File: src/rtl/dsp_sample_capture.sv
// dsp_sample_capture
// Snoops a DSP's per-sample outputs once per sample period (an edge into
// CAPTURE_STEP on major_step), stores whole multi-channel frames in a FIFO
// with decimation and a selectable full policy, and hands the samples back
// one channel at a time over a valid/ready read port.
//
// Read handshake: rd_valid, rd_data and rd_channel come straight from
// registered state and never depend on rd_ready in the same cycle. A sample
// moves on a rising edge where rd_valid && rd_ready. Once rd_valid is high it
// stays high until the frame's last channel has been taken, with one
// exception: a full-FIFO overwrite discards the head frame and restarts the
// consumer at channel 0 of the next frame. rd_data is 0 when rd_valid is low.

module dsp_sample_capture #(
    parameter int CHANNELS     = 2,
    parameter int SAMPLE_WIDTH = 16,
    parameter int DEPTH        = 16,
    parameter int STEP_WIDTH   = 6,
    parameter int CAPTURE_STEP = 31,
    localparam int CW          = (CHANNELS > 1) ? $clog2(CHANNELS) : 1,
    localparam int PW          = $clog2(DEPTH),
    localparam int LW          = PW + 1,
    localparam int FW          = CHANNELS * SAMPLE_WIDTH
) (
    input  logic                    clock,
    input  logic                    reset,
    input  logic [FW-1:0]           sample_in,
    input  logic [STEP_WIDTH-1:0]   major_step,
    input  logic                    enable,
    input  logic [3:0]              decimate,
    input  logic                    overwrite,
    input  logic                    clear,
    output logic                    rd_valid,
    input  logic                    rd_ready,
    output logic [SAMPLE_WIDTH-1:0] rd_data,
    output logic [CW-1:0]           rd_channel,
    output logic [LW-1:0]           level,
    output logic                    overflow
);

    localparam logic [STEP_WIDTH-1:0] CAP_STEP = STEP_WIDTH'(CAPTURE_STEP);
    localparam logic [CW-1:0]         LAST_CH  = CW'(CHANNELS - 1);
    localparam logic [CW-1:0]         ONE_CH   = CW'(1);
    localparam logic [PW-1:0]         ONE_PTR  = PW'(1);
    localparam logic [LW-1:0]         ONE_LVL  = LW'(1);
    localparam logic [LW-1:0]         FULL_LVL = LW'(DEPTH);

    // ------------------------------------------------------------------
    // State
    // ------------------------------------------------------------------
    logic [STEP_WIDTH-1:0] prev_step_q;
    logic [3:0]            dcnt_q, dcnt_d;
    logic [PW-1:0]         wr_ptr_q, wr_ptr_d;
    logic [PW-1:0]         rd_ptr_q, rd_ptr_d;
    logic [CW-1:0]         rd_ch_q, rd_ch_d;
    logic [LW-1:0]         level_q, level_d;
    logic                  overflow_q, overflow_d;
    logic                  mem_we;

    // Frame storage; contents are don't-care until written, so no reset.
    logic [FW-1:0]         mem_q [DEPTH];

    // ------------------------------------------------------------------
    // Event decode
    // ------------------------------------------------------------------
    logic                    hit;
    logic                    push;
    logic                    xfer;
    logic                    last_ch;
    logic                    pop;
    logic                    full;
    logic [FW-1:0]           head_frame;
    logic [SAMPLE_WIDTH-1:0] head_sample;

    // A hit is the first cycle of CAPTURE_STEP; a held step gives one hit.
    // prev_step resets to 0, so CAPTURE_STEP = 0 out of reset is not a hit.
    assign hit     = (major_step == CAP_STEP) && (prev_step_q != CAP_STEP);
    // Only every (decimate+1)-th enabled hit is stored.
    assign push    = hit && enable && (dcnt_q == 4'd0);
    assign xfer    = rd_valid && rd_ready;
    assign last_ch = (rd_ch_q == LAST_CH);
    // A transfer of the last channel completes the frame and frees its slot.
    assign pop     = xfer && last_ch;
    assign full    = (level_q == FULL_LVL);

    // ------------------------------------------------------------------
    // Read port outputs (registered state only, no path from rd_ready)
    // ------------------------------------------------------------------
    assign head_frame = mem_q[rd_ptr_q];

    // Select the current channel out of the head frame.
    always_comb begin
        head_sample = '0;
        for (int k = 0; k < CHANNELS; k++) begin
            if (rd_ch_q == CW'(k)) begin
                head_sample = head_frame[k*SAMPLE_WIDTH +: SAMPLE_WIDTH];
            end
        end
    end

    assign rd_valid   = (level_q != '0);
    assign rd_data    = rd_valid ? head_sample : '0;
    assign rd_channel = rd_ch_q;
    assign level      = level_q;
    assign overflow   = overflow_q;

    // ------------------------------------------------------------------
    // Next-state logic
    // ------------------------------------------------------------------

    // Decimation counter: forced to 0 while disabled, steps once per hit
    // and wraps when it reaches (or has passed) the decimate setting.
    always_comb begin
        dcnt_d = dcnt_q;
        if (clear || !enable) begin
            dcnt_d = 4'd0;
        end else if (hit) begin
            dcnt_d = (dcnt_q >= decimate) ? 4'd0 : dcnt_q + 4'd1;
        end
    end

    // FIFO bookkeeping: read-side advance first, then the push and its
    // full-FIFO policy, with clear overriding everything.
    always_comb begin
        wr_ptr_d   = wr_ptr_q;
        rd_ptr_d   = rd_ptr_q;
        rd_ch_d    = rd_ch_q;
        level_d    = level_q;
        overflow_d = overflow_q;
        mem_we     = 1'b0;

        if (clear) begin
            wr_ptr_d   = '0;
            rd_ptr_d   = '0;
            rd_ch_d    = '0;
            level_d    = '0;
            overflow_d = 1'b0;
        end else begin
            // Consumer side: step through the channels, pop on the last.
            if (xfer) begin
                if (last_ch) begin
                    rd_ptr_d = rd_ptr_q + ONE_PTR;
                    rd_ch_d  = '0;
                end else begin
                    rd_ch_d  = rd_ch_q + ONE_CH;
                end
            end

            if (push) begin
                if (full && !pop) begin
                    // No room this cycle: a frame is lost either way.
                    overflow_d = 1'b1;
                    if (overwrite) begin
                        // Drop the oldest frame (its slot is the one being
                        // written, since wr_ptr == rd_ptr when full) and
                        // restart the consumer on the next frame.
                        mem_we   = 1'b1;
                        wr_ptr_d = wr_ptr_q + ONE_PTR;
                        rd_ptr_d = rd_ptr_q + ONE_PTR;
                        rd_ch_d  = '0;
                    end
                end else begin
                    mem_we   = 1'b1;
                    wr_ptr_d = wr_ptr_q + ONE_PTR;
                    if (!pop) begin
                        level_d = level_q + ONE_LVL;
                    end
                end
            end else if (pop) begin
                level_d = level_q - ONE_LVL;
            end
        end
    end

    // ------------------------------------------------------------------
    // Registers
    // ------------------------------------------------------------------

    // Step history for edge detection; deliberately untouched by clear.
    always_ff @(posedge clock or negedge reset) begin
        if (!reset) begin
            prev_step_q <= '0;
        end else begin
            prev_step_q <= major_step;
        end
    end

    // Control state: pointers, channel index, level, sticky overflow, dcnt.
    always_ff @(posedge clock or negedge reset) begin
        if (!reset) begin
            dcnt_q     <= 4'd0;
            wr_ptr_q   <= '0;
            rd_ptr_q   <= '0;
            rd_ch_q    <= '0;
            level_q    <= '0;
            overflow_q <= 1'b0;
        end else begin
            dcnt_q     <= dcnt_d;
            wr_ptr_q   <= wr_ptr_d;
            rd_ptr_q   <= rd_ptr_d;
            rd_ch_q    <= rd_ch_d;
            level_q    <= level_d;
            overflow_q <= overflow_d;
        end
    end

    // Frame write: the whole sample_in bus is taken on the hit cycle.
    always_ff @(posedge clock) begin
        if (mem_we) begin
            mem_q[wr_ptr_q] <= sample_in;
        end
    end

endmodule
File: config.mk
export PLATFORM = sky130hd
export DESIGN_NAME = dsp_sample_capture
export DESIGN_NICKNAME = d
export VERILOG_FILES = /design/src/rtl/dsp_sample_capture.sv
export SDC_FILE = /design/constraint.sdc
export NUM_CORES = 1
export LEC_CHECK = 0
export ABC_AREA = 1
export ABC_CLOCK_PERIOD_IN_PS = 3000
export CAP_MARGIN = 5
export CORE_MARGIN = 1
export CORE_UTILIZATION = 45
export DETAILED_ROUTE_END_ITERATION = 10
export PLACE_DENSITY_LB_ADDON = 0.1
export REMOVE_ABC_BUFFERS = 1
export SETUP_SLACK_MARGIN = 0.15
export SLEW_MARGIN = 40
export SYNTH_ARGS = -nofsm -noshare
export SYNTH_HDL_FRONTEND = slang
export SYNTH_SLANG_ARGS = --single-unit
File: constraint.sdc
create_clock -name clock -period 3 [get_ports clock]
set_input_delay 0.9 -clock clock [delete_from_list [all_inputs] [get_ports clock]]
set_output_delay 0.9 -clock clock [all_outputs]
set_load 0.01 [all_outputs]
==> impl_metrics.prom <==
# TYPE chip_impl_metric gauge
chip_impl_info{name="status",value="finished, violations left"} 1
chip_impl_info{name="failed_checks",value="negative setup slack"} 1
chip_impl_metric{name="placed_cells_incl_taps",unit=""} 2456
chip_impl_metric{name="worst_clock_skew",unit="ps"} 9.96
chip_impl_metric{name="fill_count",unit=""} 3693
chip_impl_metric{name="htree_levels",unit=""} 2
chip_impl_info{name="cts_tree",value="built"} 1
chip_impl_metric{name="critical_path.max_fanout",unit=""} 6
chip_impl_metric{name="final_net_count",unit=""} 2023
chip_impl_metric{name="max_freq",unit="MHz"} 292
chip_impl_metric{name="drive_gt1_share",unit="%"} 20.8
chip_impl_metric{name="detailedRoute.firstIterationViolations",unit=""} 1438
chip_impl_metric{name="drc",unit=""} 0
chip_impl_metric{name="seq_area_frac_synth",unit="%"} 73.3
chip_impl_info{name="layout.cells.most_common",value="edfxtp_1"} 1
chip_impl_metric{name="yosys_warnings",unit=""} 0
chip_impl_metric{name="detail_route.first_pass.iterations",unit=""} 5
chip_impl_metric{name="cap_violations",unit=""} 0
chip_impl_metric{name="yosysUniqueCellTypes",unit=""} 31
chip_impl_metric{name="number_of_antenna_violations_at_the_first_check_in_global_routing",unit=""} 1
chip_impl_metric{name="post_synth_top_area_share",unit="%"} 70.5
chip_impl_metric{name="placementRows",unit=""} 80
chip_impl_metric{name="clk_pin_slew_worst_paths",unit="ps"} 60
chip_impl_metric{name="synthesis.instances",unit=""} 1747
chip_impl_metric{name="core-area",unit="um^2"} 47700
chip_impl_info{name="hold_class",value="register to register"} 1
chip_impl_metric{name="boundaryPins",unit=""} 72
chip_impl_metric{name="min_period",unit="ps"} 3430
chip_impl_metric{name="seqCellArea",unit="um^2"} 16000
chip_impl_metric{name="clk_latency",unit="ps"} 600
chip_impl_info{name="criticalPathCategory",value="register to output port"} 1
chip_impl_metric{name="ant_nets",unit=""} 0
chip_impl_info{name="layout_common_cells",value="512 x edfxtp_1, 290 x nor2_1, 182 x nand2_1, 172 x o21ai_0, 102 x nand3_1"} 1
chip_impl_metric{name="ir_drop",unit="V"} 0.000410
chip_impl_metric{name="grt_usage",unit="%"} 24.6
chip_impl_metric{name="worst-slew-pin-transition",unit="ps"} 635
chip_impl_metric{name="timing.final.crit_share",unit="%"} 114
chip_impl_metric{name="cts_buffers",unit=""} 54
chip_impl_metric{name="finalWirelength",unit="um"} 61100
chip_impl_metric{name="cts_sinks",unit=""} 537
chip_impl_info{name="grt_setup_unrepaired",value="yes"} 1
chip_impl_metric{name="vias_in_the_first_global_route",unit=""} 14482
chip_impl_metric{name="cp_data_arrival_time",unit="ps"} 2530
chip_impl_metric{name="report.final.hold_viol_count",unit=""} 0
chip_impl_metric{name="via_count",unit=""} 14773
chip_impl_metric{name="synth-seq-cells",unit=""} 537
chip_impl_metric{name="p_per_area",unit="nW/um^2"} 699
chip_impl_info{name="yosys-top-cells-area",value="edfxtp_1 70%, nor2_1 5.8%, o21ai_0 5.1%, nand2_1 3.4%, dfrtp_1 2.9%"} 1
chip_impl_metric{name="grt_pass1_wl",unit="um"} 90400
chip_impl_metric{name="die-height",unit="um"} 222
chip_impl_metric{name="vias_per_cell",unit=""} 5.64
chip_impl_metric{name="post_cts_hold_buffer_count",unit=""} 0
chip_impl_metric{name="setup-violations-final",unit=""} 16
chip_impl_metric{name="final_worst_setup_slack",unit="ps"} -426
chip_impl_metric{name="synth_area",unit="um^2"} 21800
chip_impl_metric{name="grt_overflow",unit=""} 0
chip_impl_metric{name="syn_avg_cell_area",unit="um^2"} 12.5
chip_impl_metric{name="wp_data_required",unit="ps"} 2100
chip_impl_metric{name="initial_core_util",unit="%"} 45.7
chip_impl_metric{name="dp_hpwl",unit="um"} 32400
chip_impl_info{name="root_buffer_master",value="clkbuf_16"} 1
chip_impl_metric{name="grt_max_degree",unit=""} 44
chip_impl_metric{name="finalNonFillerCells",unit=""} 2620
chip_impl_metric{name="die-width",unit="um"} 222
chip_impl_metric{name="multi_input_area",unit="um^2"} 5620
chip_impl_metric{name="power.static_leakage",unit="nW"} 9.85
chip_impl_info{name="yosys.area.top_type",value="edfxtp_1"} 1
chip_impl_metric{name="final-max-slew-violation-count",unit=""} 0
chip_impl_info{name="setup.worst_path.end_class",value="output port"} 1
chip_impl_metric{name="timing.max_slew.rel_slack",unit="%"} 57.5
chip_impl_metric{name="portBuffers",unit=""} 71
chip_impl_metric{name="maximum_clock_path_buffer_count",unit=""} 3
chip_impl_metric{name="preCtsSetupSlack",unit="ps"} -212
chip_impl_metric{name="gp_congestion",unit=""} 0.779
chip_impl_metric{name="wl_per_cell",unit="um"} 23.3
chip_impl_metric{name="fp.dieArea",unit="um^2"} 49400
chip_impl_metric{name="layout-area-overhead-vs-synth",unit="%"} 28.3
chip_impl_info{name="cp-start-kind",value="register"} 1
## synthesized netlist by cell type (all sizes together)
| cell | count |
|---|---|
| nand3 | 109 |
| nand3b | 2 |
| o21ai | 226 |
| a21boi | 1 |
| o22ai | 4 |
| xnor2 | 2 |
| a21oi | 39 |
| nor2 | 343 |
| nand2 | 200 |
| edfxtp | 512 |
| and2 | 1 |
| o221ai | 46 |
| buf | 60 |
| o21a | 1 |
| o31ai | 16 |
| nand4 | 3 |
| a31oi | 1 |
| clkbuf | 49 |
| xor2 | 4 |
| ha | 16 |
| o211ai | 46 |
| inv | 41 |
| dfrtp | 25 |
## cell families after synthesis
group	after synthesis	synth area share [%]
compound gates	380	10.3
xor+xnor	6	0.241
fa+ha+maj	16	0.917
buf+inv	150	3.13
flops	537	73.3
simple gates	658	12.1
## metrics by stage
step	utilization (%)	hold slack (ps)	power, mW	setup TNS, ps	area [um^2]
finish	58.7	524	19.6	-6250	28000
detailed placement	51.6	514	11.9	-62590	24700
global placement	51.6	510	11.9	-47350	24700
global route	58.7	558	20.3	-8160	28000
CTS	57.3	528	19.3	-6850	27400
floorplan	-	508	10.2	-393650	21300
## what timing repair did
| action | in CTS | in global routing |
|---|---|---|
| gates cloned | 18 | 8 |
| gates resized for setup | 151 | 128 |
| setup buffers | 24 | 12 |
| endpoints found under the setup margin | 17 | 165 |
| pin swaps | 54 | 67 |
| hold endpoints to repair | 0 | 0 |
## worst paths after layout
path                                            start                endpoint  slack, ps  depth (start not counted)
worst max-delay path            rd_ptr_q[0]$_DFF_PN0_             rd_data[12]       -430                         12
worst min-delay path             level[0]$_DFFE_PN0P_    level[0]$_DFFE_PN0P_        520                          1
worst max register to register   level[3]$_DFFE_PN0P_  mem_q[7][19]$_DFFE_PP_        300                         13
worst min register to register   level[0]$_DFFE_PN0P_    level[0]$_DFFE_PN0P_        520                          1
max in group asynchronous                       reset   rd_ptr_q[0]$_DFF_PN0_       2010                          2
min in group asynchronous                       reset    level[4]$_DFFE_PN0P_        670                          2
## layer usage
| metal | routed length, um | track usage, % | up-vias |
|---|---|---|---|
| met3 | 3430 | 3.62 | 79 |
| li1 | - | - | 6807 |
| met4 | 1200 | 6.50 | 0 |
| met5 | 0 | 0 | - |
| met2 | 29500 | 40.2 | 482 |
| met1 | 27000 | 34.7 | 7405 |
## area by class of cell
class                   instances  area share (%)
flip-flops and latches        537            57.2
clock buffers                  73            5.59
diodes                          1         0.00893
repair inverters                1          0.0313
inverters                      41           0.617
well taps                     615            2.75
repair buffers                264            13.0
clock inverters                28           0.773
multi-input cells            1060            20.1
## critical path, stage by stage (launching register included)
cell and delay [ps]:
dfrtp_4 580, inv_12 120, buf_8 130, bufbuf_16 260, nand2_1 70, nand3_2 70
nand2_1 70, a21oi_2 120, o31ai_1 80, nand3_1 80, nand2_1 60, nor2_2 140
buf_2 150
## state kept, by name (all words and copies together) (netlist names)
register / count
level: 5
wr_ptr_q: 4
mem_q: 512
rd_channel: 1
dcnt_q: 4
overflow: 1
rd_ptr_q: 4
prev_step_q: 6
## power breakdown
part           internal [mW]  total, mW  switching [mW]  leakage (nW)
logic                   2.06       4.54            2.48          4.06
clock network           3.90       6.73            2.82         0.870
registers               8.25       8.30          0.0517          4.92
total                   14.2       19.6            5.36          9.85
(Power assumes the default switching activity.)
